<file path="config.mk">
export PLATFORM = sky130hd
export DESIGN_NAME = rom_sdram_writer
export DESIGN_NICKNAME = d
export VERILOG_FILES = /design/src/rtl/rom_sdram_writer_pkg.sv /design/src/rtl/rom_sdram_writer_sync_fifo.sv /design/src/rtl/rom_sdram_writer.sv
export SDC_FILE = /design/constraint.sdc
export NUM_CORES = 1
export LEC_CHECK = 0
export CAP_MARGIN = 30
export CORE_AREA = 2 2 136 138
export DETAILED_ROUTE_END_ITERATION = 8
export DIE_AREA = 0 0 138 140
export PLACE_DENSITY = 0.84
export SLEW_MARGIN = 40
export SYNTH_ARGS = -nofsm -noshare
export SYNTH_HDL_FRONTEND = slang
export SYNTH_SLANG_ARGS = --single-unit
</file>
<file path="constraint.sdc">
create_clock -name wclk -period 6.45 [get_ports wclk]
set_clock_uncertainty 0.1 [all_clocks]
set_input_delay 0.9675 -clock wclk [delete_from_list [all_inputs] [get_ports wclk]]
set_output_delay 0.9675 -clock wclk [all_outputs]
set_load 0.1 [all_outputs]
</file>
<file path="src/rtl/rom_sdram_writer_pkg.sv">
// Shared types and constants for the ROM-to-SDRAM writer: FSM states,
// byte-enable codes, the FIFO entry layout and the word address helper.
package rom_sdram_writer_pkg;

    typedef enum logic [1:0] {
        ST_IDLE  = 2'b00,
        ST_LOAD  = 2'b01,
        ST_FLUSH = 2'b10,
        ST_DONE  = 2'b11
    } state_t;

    localparam logic [1:0] DS_FULL = 2'b11;
    localparam logic [1:0] DS_LOW  = 2'b01;

    localparam int ENTRY_W = 18;

    typedef struct packed {
        logic [15:0] data;
        logic [1:0]  ds;
    } fifo_entry_t;

    // Word index to byte address; the mask keeps oversized streams mirroring.
    function automatic logic [22:0] word_addr(
        input logic [22:0] base,
        input logic [21:0] widx,
        input logic [22:0] mask
    );
        return base + ({widx, 1'b0} & mask & 23'h7FFFFE);
    endfunction

endpackage

</file>
<file path="src/rtl/rom_sdram_writer_sync_fifo.sv">
// Single-clock FIFO with full/empty flags; a push into a full FIFO is only
// taken when a pop happens in the same cycle.
module sync_fifo #(
    parameter int WIDTH = 18,
    parameter int DEPTH = 8
) (
    input  logic             wclk,
    input  logic             reset,
    input  logic             clr,
    input  logic             push,
    input  logic [WIDTH-1:0] din,
    input  logic             pop,
    output logic [WIDTH-1:0] dout,
    output logic             full,
    output logic             empty
);

    localparam int AW = (DEPTH > 1) ? $clog2(DEPTH) : 1;
    localparam logic [AW:0] DEPTH_C = (AW + 1)'(DEPTH);

    logic [WIDTH-1:0] mem_r [DEPTH];
    logic [AW-1:0]    wr_ptr_r;
    logic [AW-1:0]    rd_ptr_r;
    logic [AW:0]      count_r;
    logic             do_push_s;
    logic             do_pop_s;

    // Qualify push/pop against the flags.
    always_comb begin
        full      = (count_r == DEPTH_C);
        empty     = (count_r == '0);
        do_pop_s  = pop && !empty;
        do_push_s = push && (!full || do_pop_s);
        dout      = mem_r[rd_ptr_r];
    end

    // Pointer and occupancy tracking.
    always_ff @(posedge wclk) begin
        if (reset || clr) begin
            wr_ptr_r <= '0;
            rd_ptr_r <= '0;
            count_r  <= '0;
        end else begin
            if (do_push_s) begin
                wr_ptr_r <= wr_ptr_r + AW'(1);
            end
            if (do_pop_s) begin
                rd_ptr_r <= rd_ptr_r + AW'(1);
            end
            case ({do_push_s, do_pop_s})
                2'b10:   count_r <= count_r + (AW + 1)'(1);
                2'b01:   count_r <= count_r - (AW + 1)'(1);
                default: count_r <= count_r;
            endcase
        end
    end

    // Storage array; contents are don't-care while the FIFO is empty.
    always_ff @(posedge wclk) begin
        if (do_push_s) begin
            mem_r[wr_ptr_r] <= din;
        end
    end

endmodule

</file>
<file path="src/rtl/rom_sdram_writer.sv">
// Packs a ROM byte stream into 16-bit SDRAM writes through a word FIFO.
// Optional running byte checksum: define ROM_SDRAM_WRITER_CHECKSUM_EN.
module rom_sdram_writer
    import rom_sdram_writer_pkg::*;
#(
    parameter logic [22:0] BASE_ADDR  = 23'h000000,
    parameter int          FIFO_DEPTH = 8
) (
    input  logic        wclk,
    input  logic        reset,
    input  logic        rom_loading,
    input  logic [7:0]  rom_do,
    input  logic        rom_do_valid,
    input  logic [23:0] rom_mask,
    output logic        mem_req,
    input  logic        mem_ack,
    output logic [22:0] mem_addr,
    output logic [15:0] mem_din,
    output logic [1:0]  mem_ds,
    output logic        load_done,
    output logic [23:0] byte_cnt,
    output logic        overflow,
    output logic [15:0] checksum
);

    state_t      state_r;
    logic [7:0]  pack_r;
    logic        pack_valid_r;
    logic [23:0] byte_cnt_r;
    logic        overflow_r;
    logic        load_done_r;
    logic [21:0] word_idx_r;
    logic        mem_req_r;
    logic [22:0] mem_addr_r;
    logic [15:0] mem_din_r;
    logic [1:0]  mem_ds_r;

    logic        start_s;
    logic        accept_s;
    logic        push_s;
    fifo_entry_t push_entry_s;
    logic        pop_s;
    logic        drop_s;
    fifo_entry_t fifo_dout_s;
    logic        fifo_full_s;
    logic        fifo_empty_s;
    logic        unused_mask_s;

    assign unused_mask_s = rom_mask[23];

    // Stream acceptance, word completion and write-side pop decisions.
    always_comb begin
        start_s      = (state_r == ST_IDLE) && rom_loading;
        accept_s     = (state_r == ST_LOAD) && rom_loading && rom_do_valid;
        push_s       = 1'b0;
        push_entry_s = '0;
        if (accept_s && pack_valid_r) begin
            push_s            = 1'b1;
            push_entry_s.data = {rom_do, pack_r};
            push_entry_s.ds   = DS_FULL;
        end else if ((state_r == ST_LOAD) && !rom_loading && pack_valid_r) begin
            push_s            = 1'b1;
            push_entry_s.data = {8'h00, pack_r};
            push_entry_s.ds   = DS_LOW;
        end else begin
            push_s       = 1'b0;
            push_entry_s = '0;
        end
        pop_s  = !mem_req_r && !fifo_empty_s;
        drop_s = push_s && fifo_full_s && !pop_s;
    end

    sync_fifo #(
        .WIDTH (ENTRY_W),
        .DEPTH (FIFO_DEPTH)
    ) u_fifo (
        .wclk  (wclk),
        .reset (reset),
        .clr   (start_s),
        .push  (push_s),
        .din   (push_entry_s),
        .pop   (pop_s),
        .dout  (fifo_dout_s),
        .full  (fifo_full_s),
        .empty (fifo_empty_s)
    );

    // Load sequencing: byte packing, counters, overflow and completion pulse.
    always_ff @(posedge wclk) begin
        if (reset) begin
            state_r      <= ST_IDLE;
            pack_r       <= 8'h00;
            pack_valid_r <= 1'b0;
            byte_cnt_r   <= 24'h000000;
            overflow_r   <= 1'b0;
            load_done_r  <= 1'b0;
        end else begin
            load_done_r <= 1'b0;
            case (state_r)
                ST_IDLE: begin
                    if (rom_loading) begin
                        state_r      <= ST_LOAD;
                        pack_r       <= 8'h00;
                        pack_valid_r <= 1'b0;
                        byte_cnt_r   <= 24'h000000;
                        overflow_r   <= 1'b0;
                    end
                end
                ST_LOAD: begin
                    if (!rom_loading) begin
                        pack_valid_r <= 1'b0;
                        state_r      <= ST_FLUSH;
                    end else if (rom_do_valid) begin
                        byte_cnt_r <= byte_cnt_r + 24'd1;
                        if (pack_valid_r) begin
                            pack_valid_r <= 1'b0;
                        end else begin
                            pack_r       <= rom_do;
                            pack_valid_r <= 1'b1;
                        end
                    end
                    if (drop_s) begin
                        overflow_r <= 1'b1;
                    end
                end
                ST_FLUSH: begin
                    if (fifo_empty_s && !mem_req_r) begin
                        state_r     <= ST_DONE;
                        load_done_r <= 1'b1;
                    end
                end
                ST_DONE: begin
                    state_r <= ST_IDLE;
                end
                default: begin
                    state_r <= ST_IDLE;
                end
            endcase
        end
    end

    // Write side: one request in flight, fields frozen until acknowledged.
    always_ff @(posedge wclk) begin
        if (reset) begin
            mem_req_r  <= 1'b0;
            mem_addr_r <= 23'h000000;
            mem_din_r  <= 16'h0000;
            mem_ds_r   <= 2'b00;
            word_idx_r <= 22'h000000;
        end else begin
            if (mem_req_r) begin
                if (mem_ack) begin
                    mem_req_r <= 1'b0;
                end
            end else if (pop_s) begin
                mem_req_r  <= 1'b1;
                mem_addr_r <= word_addr(BASE_ADDR, word_idx_r, rom_mask[22:0]);
                mem_din_r  <= fifo_dout_s.data;
                mem_ds_r   <= fifo_dout_s.ds;
            end
            if (start_s) begin
                word_idx_r <= 22'h000000;
            end else if (pop_s) begin
                word_idx_r <= word_idx_r + 22'd1;
            end
        end
    end

`ifdef ROM_SDRAM_WRITER_CHECKSUM_EN
    logic [15:0] checksum_r;

    // Running modulo-2^16 sum of accepted bytes.
    always_ff @(posedge wclk) begin
        if (reset || start_s) begin
            checksum_r <= 16'h0000;
        end else if (accept_s) begin
            checksum_r <= checksum_r + {8'h00, rom_do};
        end
    end

    assign checksum = checksum_r;
`else
    assign checksum = 16'h0000;
`endif

    assign mem_req   = mem_req_r;
    assign mem_addr  = mem_addr_r;
    assign mem_din   = mem_din_r;
    assign mem_ds    = mem_ds_r;
    assign load_done = load_done_r;
    assign byte_cnt  = byte_cnt_r;
    assign overflow  = overflow_r;

endmodule

</file>
; ---- Word-level counts from Yosys, hierarchy flattened
; Memory sizes are Yosys's and may differ from the RTL's. A register that Yosys moved wholly into a read port is not among the register bits.
; Index checks and enable logic that the tools add are counted.
[totals]
mem_count = 1
register_bits = 92
input_bits = 37
output_inout_bits = 84
mem_bits_rw = 144
word_cells = 98
[mem_list]
columns = memory, depth, width, read_ports, rd_clocked_by_memory_dff, wr, line_no
row1 = u_fifo.mem_r, 8, 18, 1, 1, 1, rom_sdram_writer_sync_fifo.sv:21  ; logic [WIDTH-1:0] mem_r [DEPTH];
[op_classes]
reduce_logical = 31
bitwise_logic = 3
eq_ne = 14
mux = 31
addsub = 6
[ops]
columns = operator, count
row1 = 24-bit 2-to-1 mux, 3
row2 = 24-bit case mux with 2 select lines, 1
row3 = 8-bit 2-to-1 mux, 4
row4 = "24-bit by 1-bit adder with 24-bit output, second input constant", 1
row5 = 23-bit bitwise AND, 1
row6 = "22-bit by 1-bit adder with 22-bit output, second input constant", 1
row7 = 18-bit 2-to-1 mux, 1
row8 = 8-bit case mux with 2 select lines, 1
row9 = "2-bit inequality test, second input constant", 7
row10 = 1-bit 2-to-1 mux, 13
row11 = 1-bit logical AND, 12
row12 = 10-bit 2-to-1 mux, 1
row13 = 3-bit AND reduction, 3
row14 = 2-bit case mux with 4 select lines, 1
row15 = 4-bit case mux with 2 select lines, 1
row16 = "3-bit by 1-bit adder with 3-bit output, second input constant", 2
row17 = "2-bit equality test, second input constant", 3
row18 = 2-bit 2-to-1 mux, 3
row19 = 1-bit logical NOT, 5
row20 = 5-bit AND reduction, 1
row21 = "4-bit by 1-bit adder with 4-bit output, second input constant", 1
row22 = "2-bit by 1-bit equality test with 1-bit output, second input constant", 2
row23 = "4-bit equality test, second input constant", 1
row24 = 4-bit logical NOT, 1
row25 = other kinds (10), 15

; ---- Logic depth before layout (Yosys ltp)
[depth]
depth_word = 9
ltp_mapped = 11
ltp_nobuf = 9

; ---- Modules after synthesis
; A second synthesis with hierarchy kept.
[unflattened]
cells_unflattened = 831
area_unflattened_um2 = 10770.3
[by_module_without_submodules]
columns = module, area_each_um2, cells_each, n_inst
row1 = sync_fifo, 6328.6, 293, 1
row2 = rom_sdram_writer, 4441.8, 538, 1

; ---- Worst setup path before layout
; No wires, ideal clock.
[synth_path]
kind = input -> register
start = input port rom_do_valid
end = memory u_fifo.mem_r[2][0] (enable)
slack_ps = 2296
arrival_time_ps = 3608
setup_time_ps = 446
path_buffers = 1
path_stages = 4
t_required_ps = 5904
cell_sequence = buf_2 -> nor2b_1 -> a311o_1 -> nor4b_1
[synth_via]
elab_chain_cells = 6
[synth_rtl]
columns = item, line_no
row1 = "start, declared", rom_sdram_writer.sv:13  ; input logic rom_do_valid,
row2 = 1-bit logical AND, rom_sdram_writer.sv:54  ; accept_s = (state_r == ST_LOAD) && rom_loading && rom_do_valid;
row3 = 1-bit logical AND, rom_sdram_writer.sv:57  ; if (accept_s && pack_valid_r) begin
row4 = 1-bit 2-to-1 mux, rom_sdram_writer.sv:57
row5 = 1-bit logical AND, rom_sdram_writer_sync_fifo.sv:33  ; do_push_s = push && (!full || do_pop_s);
row6 = 1-bit 2-to-1 mux, rom_sdram_writer_sync_fifo.sv:60  ; if (do_push_s) begin
row7 = 1-bit 2-to-1 mux (implied by the code), rom_sdram_writer_sync_fifo.sv:61  ; mem_r[wr_ptr_r] <= din;
row8 = "end, declared", rom_sdram_writer_sync_fifo.sv:21
; Every way passes these cells.

; ---- Worst setup path in the final report
[layout_path]
start = input port rom_loading
end = memory u_fifo.mem_r[7][9] (enable)
[layout_via]
elab_chain_cells = 8
word_cells_on_any_way = 11
cone_classes = 4 x mux / 7 x reduce/logical
[layout_rtl]
columns = item, line_no
row1 = "start, declared", rom_sdram_writer.sv:11  ; input logic rom_loading,
row2 = 1-bit logical NOT, -
row3 = 1-bit logical AND (2 in series), rom_sdram_writer.sv:61  ; end else if ((state_r == ST_LOAD) && !rom_loading && pack_valid_r) begin
row4 = 1-bit 2-to-1 mux, rom_sdram_writer.sv:61
row5 = 1-bit 2-to-1 mux *, rom_sdram_writer.sv:57
row6 = 1-bit logical AND *, rom_sdram_writer_sync_fifo.sv:33
row7 = 1-bit 2-to-1 mux *, rom_sdram_writer_sync_fifo.sv:60
row8 = 1-bit 2-to-1 mux (implied by the code) *, rom_sdram_writer_sync_fifo.sv:61
; Mark *: on every way between the ends. The rest lies on a longest branch, timed or not.

==> results.md <==
- Register clock-pin slew on the reported worst setup and hold paths: 0.06 ns
- Placer congestion estimate: 0.7806
- Sw frac: 0.3270
- Synth Register Bits: 254
- Worst-Margin Slew: 0.7974 ns
- Sw Pwr: 1358 uW
- Top Family by Delay on Critical Path: simple AND/OR/NAND/NOR gates
- CP cell instances: clkdlybuf4s50_1 -> nor2b_1 -> a311oi_1 -> nand2_1 -> nor2_1 -> buf_4
- Post-Syn Area per Cell: 12.44 um2
- Synth Instances: 849
- H-tree levels: 1
- Synth Cell Area: 10560 um2
- Internal: 2795 uW
- Worst EP required: 6.57 ns
- Initial antenna violation count: 0
- First-pass DRT Iterations: 5
- Total track usage: 0.2362
- Asr flop ratio synth: 0
- Filler cells: 1209
- Slew Limit Fails: 0
- Vias per cell: 6.096
- Final Hold Viols: 0
- CP max stage delay: 0.83 ns
- Remaining DRCs: 0
- Initial Util: 0.5941
- Final setup vio count: 0
- DP Cell Count: 1145
- Clk sink count: 254
- CP startpoint: rom_loading
- Reg2Reg Capture Point: u_fifo.mem_r[7][9]
- Slew headroom: 0.4667
- Post-synth EDFFs: 144
- I/O Pins: 121
- Minimum clock period: 4.018 ns
- Cts repair resizes: 0
- # rows: 49
- Status: finished, final reports clean
- Slowest-stage cell, CP: clkdlybuf4s50_1
- Reg-to-Reg Start: state_r[1]
- Global-route wire length before repair: 36620 um
- Post-Layout Cell Count: 1191
- Critical path endpoint category: flip-flop
- CP Launch Type: input pin
- IO Port Bufs: 101
- Sequential share of power: 0.436
- Critical Path Stages: 6
- Clk_lat worst skew: 0.53 ns
- Vias in the first global route: 6943
- Pwr Density: 336.9 nW/um2
- Die W: 138 um
- CTS buffer count: 25
- Core area: 17780 um2
- Overflow after GRT: 0
- P_leak: 0.004032 uW
- RSZ-0062 raised after global routing: no
- Detailed placement HPWL: 14530 um
- Area Overhead vs Synth: 16.68%
- Post-synthesis cell type count: 55
- Top FF cell, synth: edfxtp_1
- Clk pwr share: 0.339
- Combinational share of power: 0.225
- Setup TNS: 0 ns
- Bufs on Longest Clock Path: 3
- MaxCap Viol Count: 0
- N_diodes: 0
- Final WL: 23430 um
- Die Ht: 140 um
- Synthesis warning total: 0
- Final period utilization: 0.6229
- Largest net degree at the start of global routing: 60
- Die ar.: 19320 um2
- HP Class: flip-flop to flip-flop
- DR iter-0 viols: 599
- Share of layout cells above drive strength 1: 0.1840
- Hold buffers post-CTS: 0
- Worst vdd ir: 0.3133 mV
- Setup CP Type: input pin to flip-flop
- Buf/Inv on CP: 2
- Routed len/inst: 19.67 um
- Vias after detailed routing: 7260
- Seq/Total Area, Yosys: 0.6179
- CTS root buffer: clkbuf_16
- CTS tree: done
- Fmax achieved: 248.9 MHz
- Antenna Nets Post-Route: 0
- Crit-path max FO: 23
- Worst EP arrival: 4.13 ns
- Setup crit end: u_fifo.mem_r[7][9]
- Post-CTS Setup Bufs: 0
- R2R setup slack: 2.70 ns
- Cells on worst reg2reg path: 7
- Fin nets: 988
[synth_stat cells, drive strengths merged, types with 2 or more instances]
cell type  instances  share of area
nor2              66          0.023
mux4              36          0.077
nor3b              2         0.0014
nor4               5         0.0036
and2              12         0.0071
nand4             17          0.010
nand2b             8         0.0047
a211oi            19          0.014
mux2i             24          0.023
edfxtp           144           0.41
dfxtp            110           0.21
nor3              33          0.016
xnor2             13          0.011
o21ai             17         0.0081
and4               6         0.0050
xor2               5         0.0041
a21oi             72          0.034
buf               36          0.021
and3              11         0.0065
nand2             62          0.022
or4               18          0.013
nor2b              2         0.0012
nand4b             2         0.0017
or3               12         0.0076
o41ai              3         0.0025
nor4b              5         0.0041
clkbuf            34          0.012
nand3             22          0.010
o31ai             17          0.012
inv               11         0.0039
ha                 8         0.0095
[worst min-delay path by stage]
stage,start,endpoint,slack (ns),cells after the start
6_report,pack_r[5],pack_r[5],0.36,2
5_1_grt,pack_r[7],pack_r[7],0.38,2
4_1_cts,pack_r[5],pack_r[5],0.36,2
3_5_place_dp,pack_r[5],pack_r[5],0.36,2
3_3_place_gp,pack_r[0],pack_r[0],0.33,2
2_1_floorplan,pack_r[0],pack_r[0],0.33,2
[routing by layer]
metal / track usage / part of all wire / vias up / wire, um
li1: - / - / 3376 / -
met1: 0.3139 / 0.42 / 3559 / 9757
met2: 0.3966 / 0.49 / 280 / 11590
met3: 0.04479 / 0.064 / 45 / 1492
met4: 0.07895 / 0.025 / 0 / 595
met5: 0 / 0 / - / 0
[worst reg2reg max path, delay by kind of cell, from the launching register on]
family | cells | cell delay (ns)
adders and majority gates | 1 | 0.64
and+or+nand+nor | 3 | 1.36
AOI/OAI and AO/OA | 1 | 0.58
DFF | 1 | 0.31
buffers and inverters | 2 | 0.45
[cells in the final DEF, fill, tap and decap left out, types with 5 or more instances in the layout]
cell type | synthesis | final
clkbuf_16 | 0 | 25
a21oi_1 | 72 | 72
a211oi_1 | 19 | 19
or3_1 | 11 | 11
nand4_1 | 17 | 17
nor2_1 | 66 | 64
mux4_2 | 36 | 36
dfxtp_1 | 110 | 107
clkinv_1 | 0 | 6
nand2b_1 | 8 | 7
and4_1 | 6 | 6
clkbuf_1 | 33 | 6
nor3_1 | 33 | 31
nand3_1 | 22 | 22
inv_1 | 11 | 11
xnor2_1 | 13 | 13
buf_4 | 17 | 11
and2_1 | 12 | 12
edfxtp_1 | 144 | 144
nand2_1 | 62 | 61
and3_1 | 11 | 11
clkdlybuf4s50_1 | 0 | 33
buf_6 | 1 | 8
ha_1 | 8 | 8
o31ai_1 | 17 | 17
mux2i_1 | 24 | 24
buf_2 | 12 | 68
xor2_1 | 5 | 5
or4_1 | 18 | 18
o21ai_0 | 15 | 15
conb_1 | 1 | 17
[sequential cells by signal, indices dropped and copies added, names as in the netlist]
name,count
u_fifo.count_r,4
mem_din,16
mem_req,1
overflow,1
byte_cnt,24
mem_ds,2
u_fifo.rd_ptr_r,3
u_fifo.wr_ptr_r,3
pack_valid_r,1
load_done,1
word_idx_r,22
mem_addr,22
u_fifo.mem_r,144
pack_r,8
state_r,2
[cells by family (layout without fill, tap and decap cells)]
| family | count (synthesis) | after routing | synth area share |
|---|---|---|---|
| AOI/OAI and AO/OA | 138 | 138 | 0.07806 |
| xor gates and xnor gates | 18 | 18 | 0.01493 |
| muxes | 61 | 61 | 0.1006 |
| and+or+nand+nor | 288 | 288 | 0.1417 |
| buffers and inverters | 81 | 178 | 0.03708 |
| adders and majority gates | 8 | 8 | 0.009477 |
| DFF | 254 | 254 | 0.6179 |
| other | 1 | 17 | 0.0003550 |
[area by class of cell]
type	count	area, um2	area share
flip-flops and latches	254	6530	0.5298
multi-input cells	530	3819	0.3098
repair buffers	121	858.3	0.06964
clock buffers	33	675.6	0.05482
well taps	229	286.5	0.02325
clock inverters	13	113.9	0.009239
inverters	11	41.29	0.003350
[per-stage QoR]
stage	utilization	cell area, um2	power (uW)	setup WS (ns)	hold WS [ns]
global placement	0.6597	11730	2787	2.051	0.3331
detailed placement	0.6477	11520	2772	2.004	0.3552
floorplan	-	10620	2600	2.296	0.3275
CTS	0.6921	12310	4174	2.533	0.3639
global route	0.6932	12320	4306	2.281	0.3787
finish	0.6932	12320	4153	2.432	0.3634
[power groups by stage]
| stage | Combinational [uW] | Sequential [uW] | Clock [uW] |
|---|---|---|---|
| final | 933 | 1810 | 1410 |
| after global routing | 995 | 1820 | 1490 |
| after global placement | 946 | 1840 | 0 |
| after detailed placement | 930 | 1840 | 0 |
| after CTS | 936 | 1810 | 1430 |
| after floorplan | 458 | 2140 | 0 |
Power figures use the tool's default switching activity.
